**config.mk**
```make
export PLATFORM = sky130hd
export DESIGN_NAME = skid_fifo_flat
export DESIGN_NICKNAME = d
export VERILOG_FILES = /design/src/rtl/skid_fifo_if.sv /design/src/rtl/skid_fifo.sv /design/src/flat_wrapper.sv
export SDC_FILE = /design/constraint.sdc
export NUM_CORES = 1
export LEC_CHECK = 0
export ABC_AREA = 1
export CORE_AREA = 5 5 81 83
export CTS_CLUSTER_SIZE = 28
export DETAILED_ROUTE_END_ITERATION = 12
export DIE_AREA = 0 0 86 88
export PLACE_DENSITY = 0.49
export SYNTH_ARGS = -nofsm -noshare
export SYNTH_HDL_FRONTEND = slang
export SYNTH_SLANG_ARGS = --single-unit
```
**constraint.sdc**
```tcl
create_clock -name clk -period 3.1 [get_ports clk]
set_clock_uncertainty 0.1 [all_clocks]
set_input_delay 0.31 -clock clk [delete_from_list [all_inputs] [get_ports clk]]
set_output_delay 0.31 -clock clk [all_outputs]
set_load 0.01 [all_outputs]
```
**src/rtl/skid_fifo_if.sv**
```systemverilog
// Handshake bundle for skid_fifo: upstream push channel, downstream pop channel,
// flush and occupancy status. The FIFO takes the slave side.
interface skid_fifo_if #(
    parameter int WIDTH = 8,
    parameter int DEPTH = 4
);
    localparam int LVL_W = $clog2(DEPTH + 1);

    logic             flush;
    logic             s_valid;
    logic             s_ready;
    logic [WIDTH-1:0] s_data;
    logic             m_valid;
    logic             m_ready;
    logic [WIDTH-1:0] m_data;
    logic [LVL_W-1:0] level;
    logic             almost_full;

    modport slave (
        input  flush, s_valid, s_data, m_ready,
        output s_ready, m_valid, m_data, level, almost_full
    );

    modport master (
        output flush, s_valid, s_data, m_ready,
        input  s_ready, m_valid, m_data, level, almost_full
    );
endinterface

```
**src/rtl/skid_fifo.sv**
```systemverilog
// First-word fall-through FIFO with registered handshake flags, a separately
// tracked level counter, synchronous flush and synchronous active-high reset.
module skid_fifo #(
    parameter int WIDTH     = 8,
    parameter int DEPTH     = 4,
    parameter int AF_THRESH = DEPTH - 1
) (
    input  logic        clk,
    input  logic        srst,
    skid_fifo_if.slave  bus
);
    localparam int PTR_W = $clog2(DEPTH);
    localparam int LVL_W = $clog2(DEPTH + 1);
    localparam logic [LVL_W-1:0] FULL_LVL = LVL_W'(DEPTH);
    localparam logic [LVL_W-1:0] AF_LVL   = LVL_W'(AF_THRESH);

    logic [WIDTH-1:0] mem_q [DEPTH];
    logic [PTR_W-1:0] wr_ptr_q, wr_ptr_d;
    logic [PTR_W-1:0] rd_ptr_q, rd_ptr_d;
    logic [LVL_W-1:0] level_q, level_d;
    logic             s_ready_q, s_ready_d;
    logic             m_valid_q, m_valid_d;
    logic             af_q, af_d;
    logic             push, pop;

    // Handshakes qualify on the registered flags so no input reaches an output.
    assign push = bus.s_valid && s_ready_q;
    assign pop  = m_valid_q && bus.m_ready;

    // NOTE: combinational next-state uses blocking '=' with every output
    // defaulted first so no latch is inferred; state below uses '<=' only.
    always_comb begin
        wr_ptr_d = wr_ptr_q;
        rd_ptr_d = rd_ptr_q;
        level_d  = level_q;
        if (bus.flush) begin
            wr_ptr_d = '0;
            rd_ptr_d = '0;
            level_d  = '0;
        end else begin
            if (push) wr_ptr_d = wr_ptr_q + 1'b1;
            if (pop)  rd_ptr_d = rd_ptr_q + 1'b1;
            unique case ({push, pop})
                2'b10:   level_d = level_q + 1'b1;
                2'b01:   level_d = level_q - 1'b1;
                default: level_d = level_q;
            endcase
        end
        m_valid_d = (level_d != '0);
        s_ready_d = (level_d != FULL_LVL);
        af_d      = (level_d >= AF_LVL);
    end

    always_ff @(posedge clk) begin
        if (srst) begin
            wr_ptr_q  <= '0;
            rd_ptr_q  <= '0;
            level_q   <= '0;
            m_valid_q <= 1'b0;
            s_ready_q <= 1'b1;
            af_q      <= 1'b0;
        end else begin
            wr_ptr_q  <= wr_ptr_d;
            rd_ptr_q  <= rd_ptr_d;
            level_q   <= level_d;
            m_valid_q <= m_valid_d;
            s_ready_q <= s_ready_d;
            af_q      <= af_d;
        end
    end

    // NOTE: storage is deliberately not reset; m_data is masked to zero while
    // empty, so stale contents are never observable.
    always_ff @(posedge clk) begin
        if (push && !bus.flush && !srst) begin
            mem_q[wr_ptr_q] <= bus.s_data;
        end
    end

    assign bus.m_data      = m_valid_q ? mem_q[rd_ptr_q] : '0;
    assign bus.m_valid     = m_valid_q;
    assign bus.s_ready     = s_ready_q;
    assign bus.level       = level_q;
    assign bus.almost_full = af_q;
endmodule

```
**src/flat_wrapper.sv**
```systemverilog
// flat-port wrapper written by rule: the top's interface ports become plain ports
module skid_fifo_flat 
#(
    parameter int WIDTH     = 8,
    parameter int DEPTH     = 4,
    parameter int AF_THRESH = DEPTH - 1
)
  (clk, srst, bus_flush, bus_s_valid, bus_s_data, bus_m_ready, bus_s_ready, bus_m_valid, bus_m_data, bus_level, bus_almost_full);
  skid_fifo_if #(.WIDTH(WIDTH), .DEPTH(DEPTH)) bus_i ();
  input  logic clk;
  input  logic srst;
  input wire logic [$bits(bus_i.flush)-1:0] bus_flush;
  input wire logic [$bits(bus_i.s_valid)-1:0] bus_s_valid;
  input wire logic [$bits(bus_i.s_data)-1:0] bus_s_data;
  input wire logic [$bits(bus_i.m_ready)-1:0] bus_m_ready;
  output wire logic [$bits(bus_i.s_ready)-1:0] bus_s_ready;
  output wire logic [$bits(bus_i.m_valid)-1:0] bus_m_valid;
  output wire logic [$bits(bus_i.m_data)-1:0] bus_m_data;
  output wire logic [$bits(bus_i.level)-1:0] bus_level;
  output wire logic [$bits(bus_i.almost_full)-1:0] bus_almost_full;
  assign bus_i.flush = bus_flush;
  assign bus_i.s_valid = bus_s_valid;
  assign bus_i.s_data = bus_s_data;
  assign bus_i.m_ready = bus_m_ready;
  assign bus_s_ready = bus_i.s_ready;
  assign bus_m_valid = bus_i.m_valid;
  assign bus_m_data = bus_i.m_data;
  assign bus_level = bus_i.level;
  assign bus_almost_full = bus_i.almost_full;
  skid_fifo #(.WIDTH(WIDTH), .DEPTH(DEPTH), .AF_THRESH(AF_THRESH)) u_core (.clk(clk), .srst(srst), .bus(bus_i));
endmodule
```
# == After elaboration in Yosys (flattened, before gate mapping) ==
# Memories as Yosys holds them, arrays and structs flattened. A register that Yosys moved wholly into a read port is not among the register bits.
# Index checks and enable logic that the tools add are counted.
# totals
ff_bits,10
latchBits,0
ramBits,32
rom_bits,0
output_inout_bits,14
word_cells,30
mem_count,1
# classes
add_sub_neg,4
n_mul,0
div_mod_pow,0
order_cmp,1
eq_ne,3
shift,0
muxes,7
bitwise_logic,0
n_reduce_logical,8
# memory_table
name,words,word_bits,rd,rd_clocked_by_memory_dff,wr,line,text
u_core.mem_q,4,8,1,1,1,skid_fifo.sv:17,logic [WIDTH-1:0] mem_q [DEPTH];
# ops
operator,count
8-bit two-way mux,1
3-bit one-hot mux with 2 select lines,1
"2-bit by 1-bit adder with 2-bit output, second input constant",2
1-bit logical AND,4
2-bit two-way mux,2
"3-bit by 1-bit adder with 3-bit output, second input constant",1
"3-bit by 2-bit >= comparator with 1-bit output, second input constant",1
3-bit two-way mux,1
"3-bit inequality test, second input constant",1
3-bit nonzero test,1
"3-bit by 1-bit subtractor with 3-bit output, second input constant",1
"2-bit by 1-bit == test with 1-bit output, second input constant",1
"2-bit == test, second input constant",1
1-bit logical NOT,2
1-bit two-way mux,2
2-bit OR reduction,1

# == Longest topological paths before layout ==
# Gate-level depths: netlist (run 1).
# logic_depth
depth_word,5
ltp_mapped,10
depth_no_buf,10

# == Worst setup path after synthesis (run 1) ==
# OpenSTA, ideal clock, no wires.
# synth_path
path_type,flip-flop to flip-flop
startpoint,reg u_core.s_ready_q (netlist: u_core.bus.s_ready)
endpoint,reg u_core.s_ready_q (netlist: u_core.bus.s_ready)
setup_ns,0.117
arrival_time_ns,1.567
slack_ns,1.316
stages_incl_launch_ff,10
path_buffers,0
period_less_slack_ns,1.784
cell_sequence,dfxtp_1 > nand2_1 > ha_1 > fa_1 > nand2_1 > nand2_1 > nor2_1 > nor2_1 > nor2_1 > nand2_1
# synth_between
elab_chain_len,5
elab_cells_between_ends,6
classes_between,eq/ne (3); mux (2); reduce/logical (1)
# synth_lines
element,line,text
"start, declared",skid_fifo.sv:21,"logic s_ready_q, s_ready_d;"
"start signal, assigned",skid_fifo.sv:67,s_ready_q <= s_ready_d;
1-bit logical AND (*),skid_fifo.sv:27,assign push = bus.s_valid && s_ready_q;
2-bit by 1-bit == test with 1-bit output / 2-bit == test (equally long branches),skid_fifo.sv:43,"unique case ({push, pop})"
3-bit one-hot mux with 2 select lines (*),skid_fifo.sv:43,
3-bit two-way mux (*),skid_fifo.sv:36,if (bus.flush) begin
3-bit inequality test (*),skid_fifo.sv:50,s_ready_d = (level_d != FULL_LVL);
# Mark *: on every way between the ends. The rest lies on a longest branch, timed or not.
# A chain may end at the register's enable or synchronous reset.

==> run summary, run 1 <==
DRC: 0
Pins Over Slew Limit: 0
Vias: 1243
Top FF cell, synth: edfxtp_1
Skew-Pair Late Insertion Delay: 0.29 ns
Clock slew at reported path FFs: 0.08 ns
Leakage power: 0.834 nW
IO Count: 27
Setup TNS: 0 ns
Top cell type's share of synthesized area: 52.4%
Crit path cell chain: inv_2 > o21ai_0 > a21oi_1 > clkdlybuf4s50_1
Seq/Total Area, Yosys: 65.5%
CTS root buffer: clkbuf_8
Tot GR Track Use: 10.7%
Flops & latches, synth: 44
H-tree depth: 2
Clk buf depth: 2
Global-route wire length before repair: 6140 um
Crit. End Element: output pin
Routed wire length: 3600 um
Worst Path Buf+Inv: 2
Initial antenna violation count: 0
Area of the core: 0.00578 sq mm
Post-CTS sizing: 0
Final min period: 2.54 ns
Die area: 0.00757 sq mm
Max incr delay on CP: 0.74 ns
Layout Utilization: 39.2%
Post-Synthesis Cells: 175
Startpoint types: flop
Syn_area_per_cell: 10.5 sq um
Run status: finished, final reports clean
Final Setup Violations: 0
Fin nets: 227
Drt pass-1 iters: 4
Starting Density: 31.7%
Critical path fanouts, max: 17
Slowest-stage cell, CP: dfxtp_1
Post-Syn Area: 0.00183 sq mm
CTS tree: built
Fraction of layout cells with a size suffix above 1: 6.70%
CP arrival: 2.13 ns
Die Span Y: 88 um
Filler cell count: 568
Unrepaired setup endpoints after global routing: no
Via-per-instance ratio: 4.38
GRT Residual Overflow: 0
Worst vdd ir: 0.000173 V
Vias in the first global route: 1245
Post-DRT Antenna Nets: 0
Cell family with most CP delay: buffers and inverters
Crit path kind: reg -> out
Syn Nets: 194
Die W: 86 um
Synth area leader: edfxtp_1
Max_cap viols: 0
Type of the worst min-delay path: reg -> reg
Worst-Margin Slew: 0.643 ns
Total CTS buffers: 5
Crit share post-route: 81.8%
Post-synthesis async set-or-reset flop share: 0%
Synth top area cells: edfxtp_1 (52%), dfxtp_1 (13%), nor2_1 (9.6%)
Synth-to-Final Area Change: 23.5%
Critical Path RT: 2.69 ns
Most numerous cell in the Yosys netlist: nor2_1
PortBufs: 26
Ys Warns: 0
Final hold viol count: 0
WL/cell: 12.7 um
Largest net degree at the start of global routing: 18
Power density cells: 483 mW/mm^2
Slew HR: 57.1%
Fmax: 0.394 GHz
N_diodes: 0
Hpwl dp: 2440 um
Post-synth top cells: nor2_1 (47), edfxtp_1 (32), inv_1 (18)
Gpl congestion: 0.814
Hold_buf cts: 0
Clock sinks: 44
Hold Slack: 0.368 ns
DRT iter0 DRCs: 60
Postcts setup bufs: 0
Post-synth EDFFs: 32
Site Rows: 28
Post-synth cell types: 18
## through the flow
step / power [mW] / setup WS, ns / area, sq um / instances
2_1_floorplan: 0.716 / 1.32 / 1830 / 175
3_3_place_gp: 0.773 / 0.812 / 2180 / 276
3_5_place_dp: 0.773 / 0.816 / 2180 / 276
4_1_cts: 1.11 / 0.496 / 2270 / 284
5_1_grt: 1.15 / 0.362 / 2270 / 284
6_report: 1.09 / 0.563 / 2270 / 284
## state kept, by name, indices dropped and copies added, names as in the netlist, named ones only
name                    flops
u_core.bus.almost_full      1
u_core.bus.level            3
u_core.bus.m_valid          1
u_core.bus.s_ready          1
u_core.mem_q               32
u_core.rd_ptr_q             2
u_core.wr_ptr_q             2
## cell families after synthesis
group	count (synthesis)	share of synthesized area, %
simple gates	71	15.5
flops	44	65.5
fa+ha+maj	6	4.50
buf+inv	23	5.93
compound gates	31	8.59
## tightest hold or removal path: stages (launching register included)
cell and delay (ns):
dfxtp_1 0.31, inv_1 0.05, a21oi_1 0.07
## worst paths after layout
kind	slack (ns)	startpoint	depth (start not counted)	endpoint
setup / recovery	0.56	flop	4	bus_m_data[5]
hold / removal	0.37	u_core.rd_ptr_q[1]	2	u_core.rd_ptr_q[1]
setup reg to reg	1.21	u_core.bus.s_ready	9	u_core.bus.s_ready
hold reg to reg	0.37	u_core.rd_ptr_q[1]	2	u_core.rd_ptr_q[1]
## routing by layer
metal	wire [um]	share of wire, %	track usage, %	vias up
li1	-	-	-	641
met3	146	4.1	3.20	6
met2	1650	46	17.0	26
met5	0	0	0	-
met4	56	1.6	3.45	0
met1	1750	49	14.1	570
## placed cells by master, fill, tap and decap left out
cell type / synthesis / routed
dfxtp_1: 12 / 12
edfxtp_1: 32 / 32
inv_1: 18 / 18
clkbuf_8: 0 / 5
o21ai_1: 10 / 10
o21bai_1: 1 / 1
nand4_1: 1 / 1
buf_4: 2 / 4
nor2_4: 1 / 1
clkbuf_1: 0 / 1
nor2_2: 1 / 1
inv_2: 1 / 1
clkinv_2: 0 / 1
o21ai_0: 9 / 9
fa_1: 1 / 1
nand2_1: 17 / 17
a21oi_1: 11 / 11
clkinvlp_4: 0 / 1
ha_1: 5 / 5
nor2_1: 47 / 47
nand3_1: 4 / 4
clkdlybuf4s50_1: 0 / 26
## cell type report
type                            count  area, sq um  share of cell area [%]
Tap cell                           75         93.8                    4.14
Inverter                           19         71.3                    3.15
Clock buffer                        6         72.6                    3.20
Clock inverter                      2         12.5                   0.552
Timing Repair Buffer               30          290                    12.8
Multi-Input combinational cell    108          524                    23.1
Sequential cell                    44         1200                    53.0
## power breakdown
part	internal [mW]	switching, mW
registers	0.641	0.00918
logic	0.0511	0.0558
clock network	0.157	0.180
total	0.849	0.245
Power figures use the tool's default switching activity.
==> inputs of run 2 (changes only) <==
clock period = 2.4 ns   (was 3.1 ns; I/O delays follow)
==> run 2 against run 1 <==
Compared with the run above:
- final area grew 0.39%
- total power up 28%
- clock power grew 23%
- combinational power is 31% higher
- sequential cell count stayed put
- count of clock-buffer cells in the layout is the same
- non-clock buffer count up 2
- utilization up 0.15 points
- global-route usage shrank 0.19 points
- worst hold slack better by 0.016 ns
- routed wire length shrank 0.94%
- setup slack worse by 0.35 ns
- critical path type unchanged
- largest cell class unchanged
==> run summary, run 2 (synthesized netlist as in run 1, its figures left out) <==
Post-DRT Antenna Nets: 0
Final Setup Violations: 0
Max reg flops: 32
Leakage power: 0.845 nW
Internal power: 1.09 mW
Gpl congestion: 0.795
Worst vdd ir: 0.000242 V
CTS root buffer: clkbuf_8
WL/cell: 12.5 um
Worst Path Buf+Inv: 2
Site Rows: 28
Worst-Margin Slew: 0.349 ns
Hold_buf cts: 0
Min-Delay Path Depth: 2
Crit. End Element: output pin
Worst R2R Path Depth: 9
Total CTS buffers: 5
Slew HR: 76.7%
Commonest non-fill, non-tap cell in the layout: nor2_1
Initial antenna violation count: 0
Hpwl dp: 2450 um
Synth-to-Final Area Change: 24.0%
Routed wire length: 3570 um
Final min period: 2.18 ns
Clock sinks: 44
Pins Over Slew Limit: 0
Sw Share: 21.8%
Crit path kind: reg -> out
Clock slew at reported path FFs: 0.07 ns
Via-per-instance ratio: 4.32
DR WL met2: 1640 um
DRC: 0
Post-Route M1 WL: 1690 um
Setup TNS: 0 ns
Most flops, register: u_core.mem_q
Vias: 1231
Reg power frac: 60.1%
Logic gate share of total power: 10.1%
Total power: 1.40 mW
Slowest-stage cell, CP: clkdlybuf4s50_1
Highest metal used: met4
H-tree depth: 2
Startpoint types: flop
Highest-count cells in the layout ignoring fill and taps: nor2_1 (47), edfxtp_1 (32), clkdlybuf4s50_1 (26)
Drt pass-1 iters: 4
Final hold viol count: 0
Run status: finished, final reports clean
Max incr delay on CP: 0.55 ns
Crit share post-route: 90.9%
IO Count: 27
Critical path fanouts, max: 10
Clock group share of total power: 29.9%
Die area: 0.00757 sq mm
Die W: 86 um
GRT Residual Overflow: 0
Tot GR Track Use: 10.5%
Switching power: 0.304 mW
Skew-Pair Late Insertion Delay: 0.28 ns
Fmax: 0.458 GHz
Cell family with most CP delay: buffers and inverters
Area of the core: 0.00578 sq mm
Power density cells: 614 mW/mm^2
Clk buf depth: 2
Die Span Y: 88 um
Starting Density: 31.7%
Largest net degree at the start of global routing: 17
Metal3 WL: 197 um
N_diodes: 0
Critical Path RT: 2.06 ns
Number of cells on the critical path: 6
PortBufs: 26
Max_cap viols: 0
Fraction of layout cells with a size suffix above 1: 7.62%
Global-route wire length before repair: 6030 um
Vias in the first global route: 1281
DRT iter0 DRCs: 67
CP dominant cell by count: nor2_1
Fin nets: 229
Type of the worst min-delay path: reg -> reg
CP arrival: 1.84 ns
Crit path cell chain: buf_4 > nor2_1 > nor2_1 > o21ai_0 > a21oi_1 > clkdlybuf4s50_1
CTS tree: built
Unrepaired setup endpoints after global routing: no
[run 2: changes by cell type in the layout (fill, tap and decap cells not counted), sizes merged]
cell,delta
clkinvlp,-1
buf,+2
[run 2: worst min-delay path: cells and delay by family (launching register included)]
kind | cells | cell delay [ns]
AO/OA/AOI/OAI | 1 | 0.07
flip-flops | 1 | 0.30
buffers and inverters | 1 | 0.06
[run 2: routing by layer]
metal	track usage (%)	up-vias
met3	4.23	5
met1	12.5	554
met4	3.02	0
met5	0	-
li1	-	647
met2	17.7	25
[run 2: final timing paths]
kind | start | to | slack, ns
min reg2reg | u_core.rd_ptr_q[1] | flop | 0.38
max | flop | bus_m_data[3] | 0.22
min | u_core.rd_ptr_q[1] | flop | 0.38
max reg2reg | u_core.bus.s_ready | u_core.bus.s_ready | 0.49
[run 2: area by class of cell]
| type | count | area (sq um) |
|---|---|---|
| Inverter | 19 | 71.3 |
| Tap cell | 75 | 93.8 |
| Sequential cell | 44 | 1200 |
| Fill cell | 586 | 3510 |
| Timing Repair Buffer | 32 | 305 |
| Multi-Input combinational cell | 108 | 524 |
| Clock inverter | 1 | 5.00 |
| Clock buffer | 6 | 72.6 |
[run 2: stage by stage]
stage,cells,cell area (sq um),setup WS [ns],hold slack (ns),util (%)
after global placement,278,2200,0.223,0.352,38.0
after global routing,285,2270,0.0672,0.421,39.4
final,285,2270,0.218,0.384,39.4
after CTS,285,2270,0.0279,0.382,39.3
after detailed placement,278,2200,0.168,0.370,38.0
after floorplan,175,1830,0.616,0.212,-
[run 2: power groups by stage]
stage	Clock, mW	Combinational [mW]	Sequential, mW
global placement	0	0.142	0.857
CTS	0.429	0.143	0.839
global route	0.459	0.159	0.841
finish	0.417	0.140	0.839
detailed placement	0	0.142	0.856
floorplan	0	0.0693	0.855
[run 2: repair_timing]
item                                    4_1_cts  5_1_grt
resized for setup                             0        1
setup buffers                                 0        0
endpoints found under the setup margin        0        4
==> RTL edit 1 (flow settings as in run 2) <==
`WIDTH` is set to 8 in 3 places; all go to 10.
--- a/src/rtl/skid_fifo_if.sv
+++ b/src/rtl/skid_fifo_if.sv
@@ -2,5 +2,5 @@
 // flush and occupancy status. The FIFO takes the slave side.
 interface skid_fifo_if #(
-    parameter int WIDTH = 8,
+    parameter int WIDTH = 10,
     parameter int DEPTH = 4
 );
--- a/src/rtl/skid_fifo.sv
+++ b/src/rtl/skid_fifo.sv
@@ -2,5 +2,5 @@
 // tracked level counter, synchronous flush and synchronous active-high reset.
 module skid_fifo #(
-    parameter int WIDTH     = 8,
+    parameter int WIDTH     = 10,
     parameter int DEPTH     = 4,
     parameter int AF_THRESH = DEPTH - 1
--- a/src/flat_wrapper.sv
+++ b/src/flat_wrapper.sv
@@ -2,5 +2,5 @@
 module skid_fifo_flat 
 #(
-    parameter int WIDTH     = 8,
+    parameter int WIDTH     = 10,
     parameter int DEPTH     = 4,
     parameter int AF_THRESH = DEPTH - 1
Interface: changed (resized bus_m_data and bus_s_data); port bits go from 27 to 31. No check against the original RTL was run, so the function may have changed too.
==> RTL edit 1 against run 2 <==
Sequential power rose by 18%; non-clock buffer count rose by 10; clock power rose by 11%; power rose by 16%; worst setup slack got worse by 0.055 ns; sequential cell count rose by 8; critical path depth fell by 3; synthesized area rose by 17%; wire length rose by 23%; count of clock-buffer cells in the layout rose by 1; largest power group unchanged; design area rose by 17%; global-route usage rose by 1.7 points.
==> RTL edit 1: results (changes against run 2) <==
{| class="wikitable"
! Metric !! Value
|-
| Arrival @ worst endpoint || 1.90 ns (was 1.84 ns)
|-
| Last weighted congestion value of the routability-driven placer || 0.799 (was 0.795)
|-
| DP HPWL || 3.03 mm (was 2.45 mm)
|-
| Overall routing resource usage || 12.2% (was 10.5%)
|-
| Number of instances in the placed design || 310 (was 278)
|-
| Layout Cells excl Fill || 318 (was 285)
|-
| Proportion of synthesized chip area in sequential cells || 67.2% (was 65.5%)
|-
| Maximum number of pins on one net before global-route repair || 15 (was 17)
|-
| Largest stage delay on the critical path || 0.58 ns (was 0.55 ns)
|-
| Layout cells sized above 1 || 8.64% (was 7.62%)
|-
| Status || finished, final reports clean (unchanged)
|-
| Fraction of the cycle the final worst path needs || 93.2% (was 90.9%)
|-
| Most instantiated cells after synthesis || nor2_1 (54), edfxtp_1 (40), o21ai_1 (19) (was nor2_1 (47), edfxtp_1 (32), inv_1 (18))
|-
| Routing usage on met2 || 22.1% (was 17.7%)
|-
| Largest register FFs || 40 (was 32)
|-
| Net count after synthesis || 219 (was 194)
|-
| Sequential logic power || 0.993 mW (was 0.839 mW)
|-
| Met1 wire length || 1.92 mm (was 1.69 mm)
|-
| Crit path to || bus_m_data[2] (was bus_m_data[3])
|-
| Net switching share of the total power || 21.8% (about the same)
|-
| Slew at the pin closest to its max-slew limit || 0.421 ns (was 0.349 ns)
|-
| P_comb || 0.163 mW (was 0.140 mW)
|-
| Worst hold slack across all endpoints || 0.379 ns (was 0.384 ns)
|-
| Lkg Pwr || 0.992 nW (was 0.845 nW)
|-
| Buffers added on ports || 30 (was 26)
|-
| Nets || 263 (was 229)
|-
| Aggregate routed wire length || 4.39 mm (was 3.57 mm)
|-
| Wire length on met3 || 180 um (was 197 um)
|-
| Via density || 4.53 (was 4.32)
|-
| Worst voltage drop across the vdd grid || 305 uV (was 242 uV)
|-
| DP Area || 0.00258 mm^2 (was 0.00220 mm^2)
|}
[RTL edit 1: cell types whose count changed in the layout (fill, tap and decap cells not counted), sizes merged, moves of 2 or more]
cell / change
a21oi: +3
buf: +6
clkdlybuf4s50: +4
edfxtp: +8
nand3: -2
nor2: +7
o21ai: +5
[RTL edit 1: cells by family (layout without fill, tap and decap cells)]
logic type,after synthesis,in the layout,share of synthesized area (%)
DFF,52,52,67.2
buffers and inverters,25,70,5.95
and+or+nand+nor,76,76,13.8
adders and majority gates,6,6,3.85
AOI/OAI and AO/OA,39,39,9.22
[RTL edit 1: final cells by class]
type                       count  area (um^2)
sequential                    52         1440
inverter                      20         75.1
fill                         549         3120
multi-input combinational    121          576
clock inverter                 1         3.75
clock buffer                   7         76.3
timing repair buffer          42          390
tap                           75         93.8
[RTL edit 1: repair_timing]
item / CTS / global route
endpoints found under the hold margin: 0 / 0
endpoints found under the setup margin: 0 / 7
gates resized for setup: 0 / 1
==> RTL edit 2 (flow settings as in run 2) <==
Made on the original files. Reset style: asynchronous (`srst`), changed in one clocked block. Comments in the files are not updated.
--- a/src/rtl/skid_fifo.sv
+++ b/src/rtl/skid_fifo.sv
@@ -52,5 +52,5 @@
     end
 
-    always_ff @(posedge clk) begin
+    always_ff @(posedge clk or posedge srst) begin
         if (srst) begin
             wr_ptr_q  <= '0;
Check against the original RTL: differs if srst is asserted again (counterexample within 4 cycles, from zero or initial values and one cycle with srst high); with srst held inactive, the same outputs for 10 cycles.
==> RTL edit 2 against run 2 <==
Final cell count decreased by 0.35%; highest routed layer unchanged; register-to-register slack worse by 0.02 ns; sequential cell count down 2; design area is 0.83% higher; fmax is 0.21% higher; synthesized area increased by 0.41%; wire length grew 0.67%; first-iteration DRC count increased by 51%; worst setup slack better by 0.0045 ns.
Power is not compared: it rests on default switching activity, and its combinational part moved more than twofold at a synthesized area within 25%.
==> RTL edit 2: results (changes against run 2) <==
{| class="wikitable"
! Metric !! Value
|-
| Global-route wire length before repair || 5.95 mm (was 6.03 mm)
|-
| Dominant cells by area after synthesis || edfxtp_1 (52%), dfrtp_1 (12%), nor2_1 (9.0%), nand2_1 (3.9%), inv_1 (3.7%) (was edfxtp_1 (52%), dfxtp_1 (13%), nor2_1 (9.6%), inv_1 (3.7%), nand2_1 (3.5%))
|-
| Layout cells sized above 1 || 10.0% (was 7.62%)
|-
| Largest register FFs || 32 (unchanged)
|-
| Last weighted congestion value of the routability-driven placer || 0.728 (was 0.795)
|-
| Status || finished, final reports clean (unchanged)
|-
| Highest net fanout along the worst path || 9 (was 10)
|-
| Overall routing resource usage || 10.5% (about the same)
|-
| Worst voltage drop across the vdd grid || approximately 430 uV
|-
| Via count of the first global-routing pass || 1,204 (was 1,281)
|-
| Net count after synthesis || 189 (was 194)
|-
| DP Area || 0.00220 mm^2 (about the same)
|-
| Mean area per synthesized cell || 10.8 um^2 (was 10.5 um^2)
|-
| Family of cells with the greatest summed delay on the critical path || buffers and inverters (unchanged)
|-
| Number of enable flip-flop cells after synthesis || 32 (unchanged)
|-
| Most instantiated cells after synthesis || nor2_1 (44), edfxtp_1 (32), nand2_1 (19) (was nor2_1 (47), edfxtp_1 (32), inv_1 (18))
|-
| Max-Slew Margin vs Limit || 76.4% (was 76.7%)
|-
| Via density || 4.28 (was 4.32)
|-
| Lkg Pwr || around 0.92 nW
|-
| Number of buffers added by the clock tree synthesis step || 5 (unchanged)
|-
| Iteration-0 DRC count of the detailed router || 101 (was 67)
|-
| Layout Cells excl Fill || 284 (was 285)
|-
| Area delta synth->final || 24.5% (was 24.0%)
|-
| First-pass detailed-route iteration total || 4 (unchanged)
|-
| Proportion of synthesized chip area in sequential cells || 65.8% (was 65.5%)
|-
| Total of warnings raised by yosys || 0 (unchanged)
|-
| Maximum number of pins on one net before global-route repair || 18 (was 17)
|-
| Nets || 227 (was 229)
|-
| Clock Tree Buf Depth || 2 (unchanged)
|-
| Aggregate routed wire length || 3.59 mm (was 3.57 mm)
|-
| Worst slack after detailed placement || 0.259 ns (was 0.168 ns)
|-
| DP HPWL || 2.46 mm (was 2.45 mm)
|-
| Share of async-settable or async-resettable flops after synthesis || 23.8% (was 0%)
|-
| H-tree levels || 2 (unchanged)
|-
| Library cell contributing the largest single delay on the critical path || clkdlybuf4s50_1 (unchanged)
|-
| Clock-pin slew of the registers on the worst-case setup and hold paths || around 0.08 ns
|-
| Tightest Hold Check Type || input pin to asynchronous set/reset pin (was flop to flop)
|-
| Largest stage delay on the critical path || 0.55 ns (about the same)
|-
| Buffers added on ports || 26 (unchanged)
|}
-- RTL edit 2: cell count changes after synthesis, moves of 2 or more --
cell | before | now
dfxtp_1 | 12 | 0
dfrtp_1 | 0 | 9
nor2_1 | 47 | 44
buf_4 | 2 | 0
nand2_1 | 17 | 19
nand3_1 | 4 | 2
-- RTL edit 2: final timing paths --
| check | start | cells after the start | endpoint | slack [ns] |
|---|---|---|---|---|
| max in group asynchronous | srst | 3 | u_core.bus.s_ready$_DFF_PP1_ | 1.84 |
| hold reg to reg | u_core.bus.m_valid$_DFF_PP0_ | 2 | u_core.rd_ptr_q[0]$_DFFE_PP0P_ | 0.49 |
| min in group clk | bus_m_ready | 3 | u_core.rd_ptr_q[0]$_DFFE_PP0P_ | 0.43 |
| hold / removal | srst | 3 | u_core.bus.level[2]$_DFF_PP0_ | 0.14 |
| setup / recovery | u_core.rd_ptr_q[0]$_DFFE_PP0P_ | 6 | bus_m_data[1] | 0.22 |
| setup reg to reg | u_core.bus.s_ready$_DFF_PP1_ | 9 | u_core.bus.s_ready$_DFF_PP1_ | 0.47 |
-- RTL edit 2: area by class of cell --
cell class                 instances  area, um^2
fill                             582        3490
tap                               75        93.8
clock inverter                     2        8.76
inverter                          20        76.3
timing repair buffer              35         328
multi-input combinational        104         500
clock buffer                       6        72.6
sequential                        42        1210
-- RTL edit 2: where the power goes --
| part | internal (mW) | total, mW | leakage (nW) | switching [mW] |
|---|---|---|---|---|
| Clock | 0.200 | 0.428 | 0.0426 | 0.228 |
| Combinational | 0.289 | 0.614 | 0.456 | 0.325 |
| Sequential | 0.846 | 0.891 | 0.416 | 0.0458 |
-- RTL edit 2: cell families after synthesis --
| logic type | after synthesis | synth area share [%] |
|---|---|---|
| buffers and inverters | 24 | 7.00 |
| AO/OA/AOI/OAI | 30 | 8.29 |
| flip-flops | 42 | 65.8 |
| AND/OR/NAND/NOR | 68 | 14.4 |
| adder cells (fa/ha/maj) | 6 | 4.48 |
-- RTL edit 2: worst register-to-register path, cell delays in order, from the launching register on --
cell and delay [ns]:
dfstp_2 0.55, nand2_1 0.08, ha_1 0.23, fa_1 0.41, nand2_1 0.10, nand2_1 0.06, nor2_1 0.09, nor2_1 0.05
nor2_1 0.12, nand2_1 0.06
-- RTL edit 2: repair_timing --
action,CTS,global route
gates resized for setup,1,1
buffers inserted,0,1
hold buffers,0,0
setup endpoints to repair,6,3
endpoints found under the hold margin,0,0
-- RTL edit 2: per-layer routing --
layer,up-vias,share of wire (%),wire (um),GRT usage (%)
met5,-,0,0,0
met4,0,1.2,43,3.88
met3,4,4.8,173,3.10
met2,25,49,1770,17.4
met1,554,45,1610,12.8
li1,633,-,-,-
